==> src/rtl/id_scoreboard_bypass.sv <==
//==============================================================================
// Module   : id_scoreboard_bypass
// Summary  : Decode-stage hazard/bypass unit. Combines a per-register
//            pending-write scoreboard with NFWD priority forward ports.
//            Optional SB_STATS_EN adds stall/hazard cycle counters.
// Revision : 1.0 - initial release
//==============================================================================
`default_nettype none

module id_scoreboard_bypass #(
    parameter int NREG  = 32,
    parameter int AW    = 5,
    parameter int XLEN  = 32,
    parameter int NSRC  = 2,
    parameter int NFWD  = 3,
    parameter int CNT_W = 2
) (
    input  logic                   clk,
    input  logic                   reset,
    input  logic                   issue_valid_i,
    input  logic                   downstream_allowin_i,
    input  logic                   issue_we_i,
    input  logic [AW-1:0]          issue_dest_i,
    input  logic [NSRC-1:0]        src_valid_i,
    input  logic [NSRC*AW-1:0]     src_addr_i,
    input  logic [NSRC*XLEN-1:0]   rf_rdata_i,
    input  logic [NFWD-1:0]        fwd_valid_i,
    input  logic [NFWD*AW-1:0]     fwd_dest_i,
    input  logic [NFWD-1:0]        fwd_ready_i,
    input  logic [NFWD*XLEN-1:0]   fwd_data_i,
    input  logic                   retire_valid_i,
    input  logic [AW-1:0]          retire_dest_i,
    input  logic                   flush_i,
    output logic [NSRC*XLEN-1:0]   src_value_o,
    output logic                   ready_go_o,
    output logic                   issue_fire_o,
    output logic                   pending_any_o,
    output logic                   err_underflow_o
`ifdef SB_STATS_EN
    ,
    output logic [31:0]            stall_cycles_o,
    output logic [31:0]            hazard_cycles_o
`endif
);

    localparam logic [CNT_W-1:0] CNT_MAX = {CNT_W{1'b1}};
    localparam logic [CNT_W-1:0] CNT_ONE = {{(CNT_W-1){1'b0}}, 1'b1};

    // Entry 0 exists only for uniform indexing; it is held at zero.
    logic [CNT_W-1:0] cnt_q [NREG];
    logic [CNT_W-1:0] cnt_d [NREG];
    logic             err_q;
    logic             err_d;

    logic [NSRC-1:0]  w_src_haz;
    logic             w_dest_full;
    logic             w_inc;
    logic             w_dec;
    logic [NREG-1:0]  w_inc_oh;
    logic [NREG-1:0]  w_dec_oh;

    for (genvar gi = 0; gi < NSRC; gi++) begin : g_src
        logic [AW-1:0]   w_addr;
        logic            w_hit;
        logic            w_hit_rdy;
        logic [XLEN-1:0] w_hit_data;
        logic [XLEN-1:0] w_val;
        logic            w_haz;

        assign w_addr = src_addr_i[gi*AW +: AW];

        // Scan oldest to youngest so the lowest-index match wins.
        always_comb begin
            w_hit      = 1'b0;
            w_hit_rdy  = 1'b0;
            w_hit_data = '0;
            for (int j = NFWD - 1; j >= 0; j--) begin
                if (fwd_valid_i[j] && (fwd_dest_i[j*AW +: AW] == w_addr)) begin
                    w_hit      = 1'b1;
                    w_hit_rdy  = fwd_ready_i[j];
                    w_hit_data = fwd_data_i[j*XLEN +: XLEN];
                end
            end
        end

        always_comb begin
            w_val = rf_rdata_i[gi*XLEN +: XLEN];
            w_haz = 1'b0;
            if (w_addr == '0) begin
                w_val = '0;
            end else if (w_hit) begin
                w_val = w_hit_data;
                w_haz = ~w_hit_rdy;
            end else if (cnt_q[w_addr] != '0) begin
                // Writer is inside a unit that has no forward port.
                w_haz = 1'b1;
            end
        end

        assign src_value_o[gi*XLEN +: XLEN] = w_val;
        assign w_src_haz[gi]                = src_valid_i[gi] & w_haz;
    end

    assign w_dest_full  = issue_we_i && (issue_dest_i != '0) &&
                          (cnt_q[issue_dest_i] == CNT_MAX);
    assign ready_go_o   = ~(|w_src_haz) & ~w_dest_full;
    assign issue_fire_o = issue_valid_i & ready_go_o & downstream_allowin_i;

    assign w_inc = issue_fire_o & issue_we_i & (issue_dest_i != '0);
    assign w_dec = retire_valid_i & (retire_dest_i != '0);

    always_comb begin
        w_inc_oh = '0;
        w_dec_oh = '0;
        if (w_inc) w_inc_oh[issue_dest_i] = 1'b1;
        if (w_dec) w_dec_oh[retire_dest_i] = 1'b1;
    end

    always_comb begin
        err_d = err_q;
        for (int r = 0; r < NREG; r++) begin
            cnt_d[r] = cnt_q[r];
        end
        cnt_d[0] = '0;
        if (flush_i) begin
            for (int r = 1; r < NREG; r++) begin
                cnt_d[r] = '0;
            end
        end else begin
            for (int r = 1; r < NREG; r++) begin
                if (w_inc_oh[r] && !w_dec_oh[r]) begin
                    cnt_d[r] = cnt_q[r] + CNT_ONE;
                end else if (w_dec_oh[r] && !w_inc_oh[r]) begin
                    if (cnt_q[r] == '0) begin
                        err_d = 1'b1;
                    end else begin
                        cnt_d[r] = cnt_q[r] - CNT_ONE;
                    end
                end
            end
        end
    end

    always_ff @(posedge clk) begin
        if (reset) begin
            for (int r = 0; r < NREG; r++) begin
                cnt_q[r] <= '0;
            end
            err_q <= 1'b0;
        end else begin
            for (int r = 0; r < NREG; r++) begin
                cnt_q[r] <= cnt_d[r];
            end
            err_q <= err_d;
        end
    end

    always_comb begin
        pending_any_o = 1'b0;
        for (int r = 1; r < NREG; r++) begin
            pending_any_o = pending_any_o | (|cnt_q[r]);
        end
    end

    assign err_underflow_o = err_q;

`ifdef SB_STATS_EN
    logic [31:0] stall_q;
    logic [31:0] hazard_q;

    always_ff @(posedge clk) begin
        if (reset || flush_i) begin
            stall_q  <= '0;
            hazard_q <= '0;
        end else begin
            if (issue_valid_i && !ready_go_o && (stall_q != 32'hFFFF_FFFF)) begin
                stall_q <= stall_q + 32'd1;
            end
            if (issue_valid_i && downstream_allowin_i && !ready_go_o &&
                (hazard_q != 32'hFFFF_FFFF)) begin
                hazard_q <= hazard_q + 32'd1;
            end
        end
    end

    assign stall_cycles_o  = stall_q;
    assign hazard_cycles_o = hazard_q;
`endif

endmodule

`default_nettype wire

==> config.mk <==
export PLATFORM = sky130hd
export DESIGN_NAME = id_scoreboard_bypass
export DESIGN_NICKNAME = d
export VERILOG_FILES = /design/src/rtl/id_scoreboard_bypass.sv
export SDC_FILE = /design/constraint.sdc
export NUM_CORES = 1
export LEC_CHECK = 0
export ABC_AREA = 1
export CAP_MARGIN = 20
export CORE_AREA = 10 10 169 171
export DETAILED_ROUTE_END_ITERATION = 6
export DIE_AREA = 0 0 179 181
export GPL_ROUTABILITY_DRIVEN = 0
export GPL_TIMING_DRIVEN = 0
export REMOVE_ABC_BUFFERS = 1
export SYNTH_ARGS = -nofsm -noshare
export SYNTH_HDL_FRONTEND = slang
export SYNTH_SLANG_ARGS = --single-unit
export TNS_END_PERCENT = 30
==> constraint.sdc <==
create_clock -name clk -period 3.3 [get_ports clk]
set_clock_uncertainty 0.15 [all_clocks]
set_input_delay 0.33 -clock clk [delete_from_list [all_inputs] [get_ports clk]]
set_output_delay 0.33 -clock clk [all_outputs]
set_load 0.05 [all_outputs]
==> flow_summary.json, run 1 <==
{
  "grt_pass1_wl_mm": 72.95,
  "reg2reg_slack_ns": -0.12,
  "dp.final_hpwl_mm": 34.35,
  "post-route-period-util_pct": 103.6,
  "critical_path_required_ns": 3.39,
  "synth_seq_cells": 63,
  "crit_slowest_cell": "dfxtp_2",
  "power_density_nw_per_um2": 236.2,
  "core_um2": 25040,
  "critPathTopFamily": "simple AND/OR/NAND/NOR gates",
  "min_path_cells": 2,
  "yosysWarnings": 0,
  "fp.dieH_um": 181,
  "cp_max_fo": 5,
  "cts.sinks": 63,
  "worst_pin_slew_ns": 0.6964,
  "grt_usage_pct": 29.06,
  "critPathCaptureType": "flop",
  "syn_to_final_growth_pct": 64.20,
  "violations": "setup timing",
  "clk_pin_slew_ns": 0.06,
  "startpoint_type": "flop",
  "wirelength_mm": 51.14,
  "dieArea_um2": 32400,
  "finalSetupViolations": 3,
  "cts_made_buffers": 9,
  "crit_chain": "inv_1 -> o22ai_1 -> o21ai_1 -> nand2_1 -> nor2_2 -> nand2_1 -> nand3_4 -> nand2_4 -> nor2_8 -> nand4_4 -> buf_6 -> buf_4 -> nor2_1 -> ha_2 -> nor2_1 -> a221oi_4 -> nand4_1 -> nor2_1 -> a21oi_1",
  "maxCapViolCount": 0,
  "cts_tree": "built",
  "globalRouteOverflowTotal": 0,
  "fin_crit_ns": 3.419,
  "setup-tns-final_ns": -0.1330,
  "slew_viol_final": 0,
  "fin_nets": 2134,
  "yosysSeqAreaShare_pct": 14.51,
  "status": "finished, violations left",
  "dr.pass1.iters": 6,
  "drive_above_1_share_pct": 24.53,
  "io_pins": 278,
  "die_x_um": 179,
  "p_total_w": 0.003371,
  "io_buffers": 277,
  "relSlewSlack_pct": 53.44,
  "dr_total_vias": 12770,
  "hold_violations": 0,
  "irDropWorstVdd_mv": 0.2413,
  "grt_max_degree": 65,
  "clock_latency_ns": 0.36,
  "rows": 58,
  "root_buffer": "clkbuf_16",
  "drc": 0,
  "synth_ff_type": "dfxtp_1",
  "synth_edf_count": 0,
  "antenna_found_initial": 6,
  "setup_ws_ns": -0.1190,
  "worstRegToRegCells": 19,
  "leakage_nw": 5.875,
  "grt_pass1_vias": 11680,
  "fmax_mhz": 292.5,
  "ant_nets": 0,
  "clockBufferDepth": 2,
  "cp_common_cell": "nor2_1",
  "synthCells": 1506,
  "crit_buf_inv": 3,
  "drt_iter0_drc": 1335,
  "synth_cell_types": 42,
  "start_util_pct": 34.72,
  "min_from": "cnt_q[6][0]",
  "r2r_end": "err_underflow_o",
  "synth_area_um2": 8692,
  "rsz0062_at_grt": "true",
  "hp-class": "flop to flop",
  "slowest_delay_ns": 0.34,
  "ctsHoldBuffers": 0,
  "whs_endpoint": "cnt_q[6][0]",
  "crit_arrival_ns": 3.51,
  "syn_avg_cell_area_um2": 5.772,
  "wl_per_cell_um": 23.22,
  "via_per_inst": 5.800,
  "reg2reg_from": "cnt_q[10][0]",
  "critPathKind": "flop to flop",
  "htreeDepth": 3,
  "ys_async_sr_fraction_pct": 0
}
==> worst max-delay path by stage <==
stage | cells past startpoint | start | end
2_1_floorplan | 17 | src_addr_i[6] | cnt_q[1][1]
4_1_cts | 18 | issue_dest_i[2] | err_underflow_o
3_5_place_dp | 20 | src_addr_i[1] | err_underflow_o
5_1_grt | 20 | cnt_q[29][1] | err_underflow_o
6_report | 19 | cnt_q[10][0] | err_underflow_o
3_3_place_gp | 18 | src_addr_i[6] | err_underflow_o
==> power breakdown <==
group / internal, W / leakage, nW / switching [W]
registers: 0.000758 / 0.516 / 0.00000101
clock network: 0.000780 / 0.176 / 0.000409
logic: 0.000524 / 5.18 / 0.000899
total: 0.00206 / 5.88 / 0.00131
==> cells in the final DEF, fill, tap and decap left out, types with 7 or more instances in the layout <==
master,netlist,layout
a211oi_1,66,44
a211oi_2,0,22
a21oi_1,86,78
a22oi_1,53,53
buf_12,0,12
buf_4,5,99
buf_6,1,16
clkbuf_16,0,10
clkbuf_2,0,17
clkdlybuf4s15_2,0,8
clkdlybuf4s50_1,0,178
dfxtp_1,63,48
dfxtp_2,0,11
dlygate4sd2_1,0,58
ha_1,62,42
ha_4,0,14
inv_1,191,162
inv_2,21,38
nand2_1,249,225
nand2_2,3,19
nand2_4,0,8
nand3_1,60,57
nand3_4,1,9
nand4_1,38,38
nor2_1,234,176
nor2_2,2,33
nor2_4,2,32
nor3_1,36,30
o21ai_0,159,142
o21ai_1,19,28
o21ai_2,0,7
o22ai_1,31,24
o22ai_2,0,7
or2_2,18,12
==> cell type report <==
| cell class | instances | area, µm² |
|---|---|---|
| diodes | 5 | 12.51 |
| clock buffers | 11 | 252.7 |
| clock inverters | 5 | 103.9 |
| fillers | 2411 | 10760 |
| inverters | 213 | 872.1 |
| multi-input cells | 1167 | 7431 |
| flip-flops and latches | 63 | 1290 |
| well taps | 330 | 412.9 |
| repair buffers | 402 | 3856 |
| repair inverters | 6 | 41.29 |
==> registers in the layout (all words and copies together) (netlist names) <==
name and count:
cnt_q 62, err_underflow_o 1
==> per-layer routing <==
| layer | global-route usage, % | vias up | routed length [µm] |
|---|---|---|---|
| met2 | 48.17 | 717 | 23940 |
| li1 | - | 5871 | - |
| met1 | 34.92 | 6026 | 19550 |
| met5 | 0 | - | 10 |
| met3 | 6.881 | 156 | 5362 |
| met4 | 12.17 | 2 | 2279 |
==> per-stage QoR <==
| step | setup slack (ns) | utilization (%) | hold slack, ns | area [µm²] | cells |
|---|---|---|---|---|---|
| 6_report | -0.1190 | 57.01 | 0.3377 | 14270 | 2202 |
| 5_1_grt | -0.2879 | 57.00 | 0.3774 | 14270 | 2201 |
| 4_1_cts | -0.2008 | 53.86 | 0.3409 | 13480 | 2167 |
| 3_5_place_dp | -2.688 | 46.55 | 0.3290 | 11650 | 2048 |
| 3_3_place_gp | -3.303 | 46.19 | 0.3300 | 11560 | 2043 |
| 2_1_floorplan | -0.9406 | - | 0.3184 | 8378 | 1436 |
==> what timing repair did <==
action                                  in CTS  in global routing
gates resized for setup                    360                174
endpoints found under the hold margin        0                  0
endpoints found under the setup margin     129                 64
buffers inserted                            86                 30
cloned                                      17                  1
pin swaps                                   66                101
==> worst min-delay path, cell delays in order (launching register included) <==
cell     delay (ns)
dfxtp_1        0.31
nor2_1         0.09
nor3_1         0.04
==> synthesized netlist by cell type (5+ instances only) <==
library cell | number | area share [%]
a211oi_1 | 66 | 5.7
a21oi_1 | 86 | 5.0
a22oi_1 | 53 | 4.6
buf_1 | 11 | 0.48
buf_2 | 20 | 1.2
buf_4 | 5 | 0.43
clkbuf_1 | 33 | 1.4
dfxtp_1 | 63 | 15
ha_1 | 62 | 8.9
inv_1 | 191 | 8.2
inv_2 | 21 | 0.91
nand2_1 | 249 | 11
nand3_1 | 60 | 3.5
nand3_2 | 6 | 0.69
nand4_1 | 38 | 2.7
nor2_1 | 234 | 10
nor3_1 | 36 | 2.1
nor4_1 | 7 | 0.50
o21ai_0 | 159 | 9.2
o21ai_1 | 19 | 1.1
o22ai_1 | 31 | 2.2
or2_2 | 18 | 1.3
==> kinds of logic after synthesis <==
family	count (synthesis)	synth area share, %
xor+xnor	4	0.4030
simple gates	666	34.19
flops	63	14.51
compound gates	428	29.16
fa+ha+maj	62	8.925
buf+inv	283	12.81
(Power assumes the default switching activity.)
==> run 2: changes to the inputs <==
Settings changed: DONT_BUFFER_PORTS from default to 1.
==> flow_summary.json, run 2 (same netlist as run 1, synthesis figures left out) <==
{
  "status": "finished, violations left",
  "violations": "setup timing",
  "cp_max_fo": 6,
  "min_from": "flush_i",
  "critPathCaptureType": "flop",
  "critical_path_required_ns": 3.38,
  "reg2reg_from": "cnt_q[8][0]",
  "antenna_found_initial": 2,
  "cts_tree": "built",
  "hold_violations": 0,
  "fin_crit_ns": 3.637,
  "clock_latency_ns": 0.35,
  "core_um2": 25040,
  "slew_viol_final": 0,
  "grt_max_degree": 65,
  "fin_nets": 1808,
  "rsz0062_at_grt": "true",
  "power_density_nw_per_um2": 235.6,
  "drt_iter0_drc": 1240,
  "worstRegToRegCells": 17,
  "drc": 0,
  "p_switching_w": 0.001130,
  "io_buffers": 0,
  "cts_made_buffers": 9,
  "sw_frac_of_total_pct": 42.49,
  "clk_pin_slew_ns": 0.05,
  "maxCapViolCount": 0,
  "dp.final_hpwl_mm": 29.73,
  "final_common_cell": "nand2_1",
  "root_buffer": "clkbuf_16",
  "worst_pin_slew_ns": 0.9075,
  "wirelength_mm": 43.29,
  "crit_chain": "inv_1 -> o22ai_1 -> o21ai_1 -> nand2_1 -> nor2_2 -> nand2_1 -> nand3_4 -> nand2_4 -> nor2_8 -> nand4_4 -> nor2_2 -> ha_1 -> nor2_1 -> a221oi_4 -> nand4_1 -> nor4_4 -> a21oi_1",
  "regMostFlops": "cnt_q",
  "fmax_mhz": 274.9,
  "leakage_nw": 4.282,
  "critPathKind": "flop to flop",
  "final_cell_mix": "nand2_1 (217), nor2_1 (172), inv_1 (167)",
  "dr.pass1.iters": 6,
  "clockBufferDepth": 2,
  "largest_reg_flops": 62,
  "grt_pass1_wl_mm": 60.74,
  "rows": 58,
  "fp.dieH_um": 181,
  "crit_slowest_cell": "dfxtp_1",
  "p_clk_share_pct": 34.3,
  "finalSetupViolations": 18,
  "crit_arrival_ns": 3.72,
  "grt_pass1_vias": 10150,
  "post-route-period-util_pct": 110.2,
  "setup-tns-final_ns": -1.289,
  "htreeDepth": 3,
  "syn_to_final_growth_pct": 29.88,
  "dr_total_vias": 11490,
  "startpoint_type": "flop",
  "seq_power_share_pct": 28.8,
  "wl_per_cell_um": 23.14,
  "setup.worst_path.end": "err_underflow_o",
  "reg2reg_slack_ns": -0.34,
  "grt_usage_pct": 23.83,
  "irDropWorstVdd_mv": 0.2766,
  "power.internal_w": 0.001529,
  "cts.sinks": 63,
  "hp-class": "input port to flop",
  "dieArea_um2": 32400,
  "setup_ws_ns": -0.3373,
  "relSlewSlack_pct": 39.04,
  "drive_above_1_share_pct": 28.40,
  "startpoint": "cnt_q[8][0]",
  "start_util_pct": 34.72,
  "ant_nets": 0,
  "pwr-share-comb_pct": 36.9,
  "via_per_inst": 6.143,
  "p_total_w": 0.002660,
  "slowest_delay_ns": 0.34,
  "globalRouteOverflowTotal": 0,
  "r2r_end": "err_underflow_o",
  "die_x_um": 179,
  "io_pins": 278
}
[run 2: changes by cell type in the layout (fill, tap and decap cells not counted), sizes merged, moves of 4 or more]
| cell | delta |
|---|---|
| buf | -53 |
| bufbuf | -4 |
| clkbuf | -15 |
| clkdlybuf4s15 | -11 |
| clkdlybuf4s50 | -178 |
| dlygate4sd2 | -58 |
[run 2: worst max-delay path: cells and delay by family (launching register included)]
family,cells,cell delay [ns]
flops,1,0.34
buf+inv,1,0.17
fa+ha+maj,1,0.23
compound gates,4,0.67
simple gates,11,1.94
[run 2: worst min path at each step]
stage                       to  slack, ns  depth (start not counted)
6_report       err_underflow_o       0.05                          3
5_1_grt        err_underflow_o       0.09                          3
4_1_cts        err_underflow_o       0.05                          3
3_5_place_dp      cnt_q[19][0]       0.33                          2
3_3_place_gp       cnt_q[3][0]       0.33                          2
2_1_floorplan     cnt_q[17][0]       0.32                          2
[run 2: repair_timing]
action	CTS	global route
cloned	8	2
resized for setup	136	234
buffers inserted	28	42
pin swaps	40	105
endpoints found under the hold margin	1	0
endpoints found under the setup margin	120	114
hold buffers	1	0
[run 2: power by group through the flow]
stage | Sequential (W) | Clock (W) | Combinational (W)
floorplan | 0.000784 | 0 | 0.000645
global placement | 0.000784 | 0 | 0.000777
detailed placement | 0.000784 | 0 | 0.000793
CTS | 0.000767 | 0.000908 | 0.000862
global route | 0.000766 | 0.000940 | 0.00103
finish | 0.000766 | 0.000912 | 0.000982
[run 2: final cells by class]
cell class | instances | area [µm²]
Fill cell | 2508 | 13750
Multi-Input combinational cell | 1166 | 7697
Sequential cell | 63 | 1276
Inverter | 213 | 857.1
Timing Repair Buffer | 80 | 759.5
Tap cell | 330 | 412.9
Clock buffer | 13 | 260.3
Timing Repair inverter | 3 | 16.27
Clock inverter | 1 | 5.005
Antenna cell | 2 | 5.005
[run 2: routing by layer]
| layer | GRT usage (%) | share of wire, % | routed length [µm] |
|---|---|---|---|
| met3 | 5.984 | 10 | 4536 |
| met4 | 11.68 | 6.2 | 2676 |
| met2 | 39.85 | 47 | 20330 |
| met5 | 0 | 0 | 0 |
| met1 | 27.51 | 36 | 15740 |
[run 2: stage by stage]
step                      hold slack, ns  setup slack (ns)  instance area (µm²)  utilization, %  instances
after CTS                        0.04736           -0.2853                 9926           39.65       1826
after global routing             0.08767           -0.4744                11280           45.07       1869
after floorplan                   0.3184           -0.9406                 8378               -       1436
after detailed placement          0.3290            -1.973                 8922           35.64       1775
after global placement            0.3291            -2.495                 8791           35.11       1766
final                            0.04969           -0.3373                11290           45.09       1871
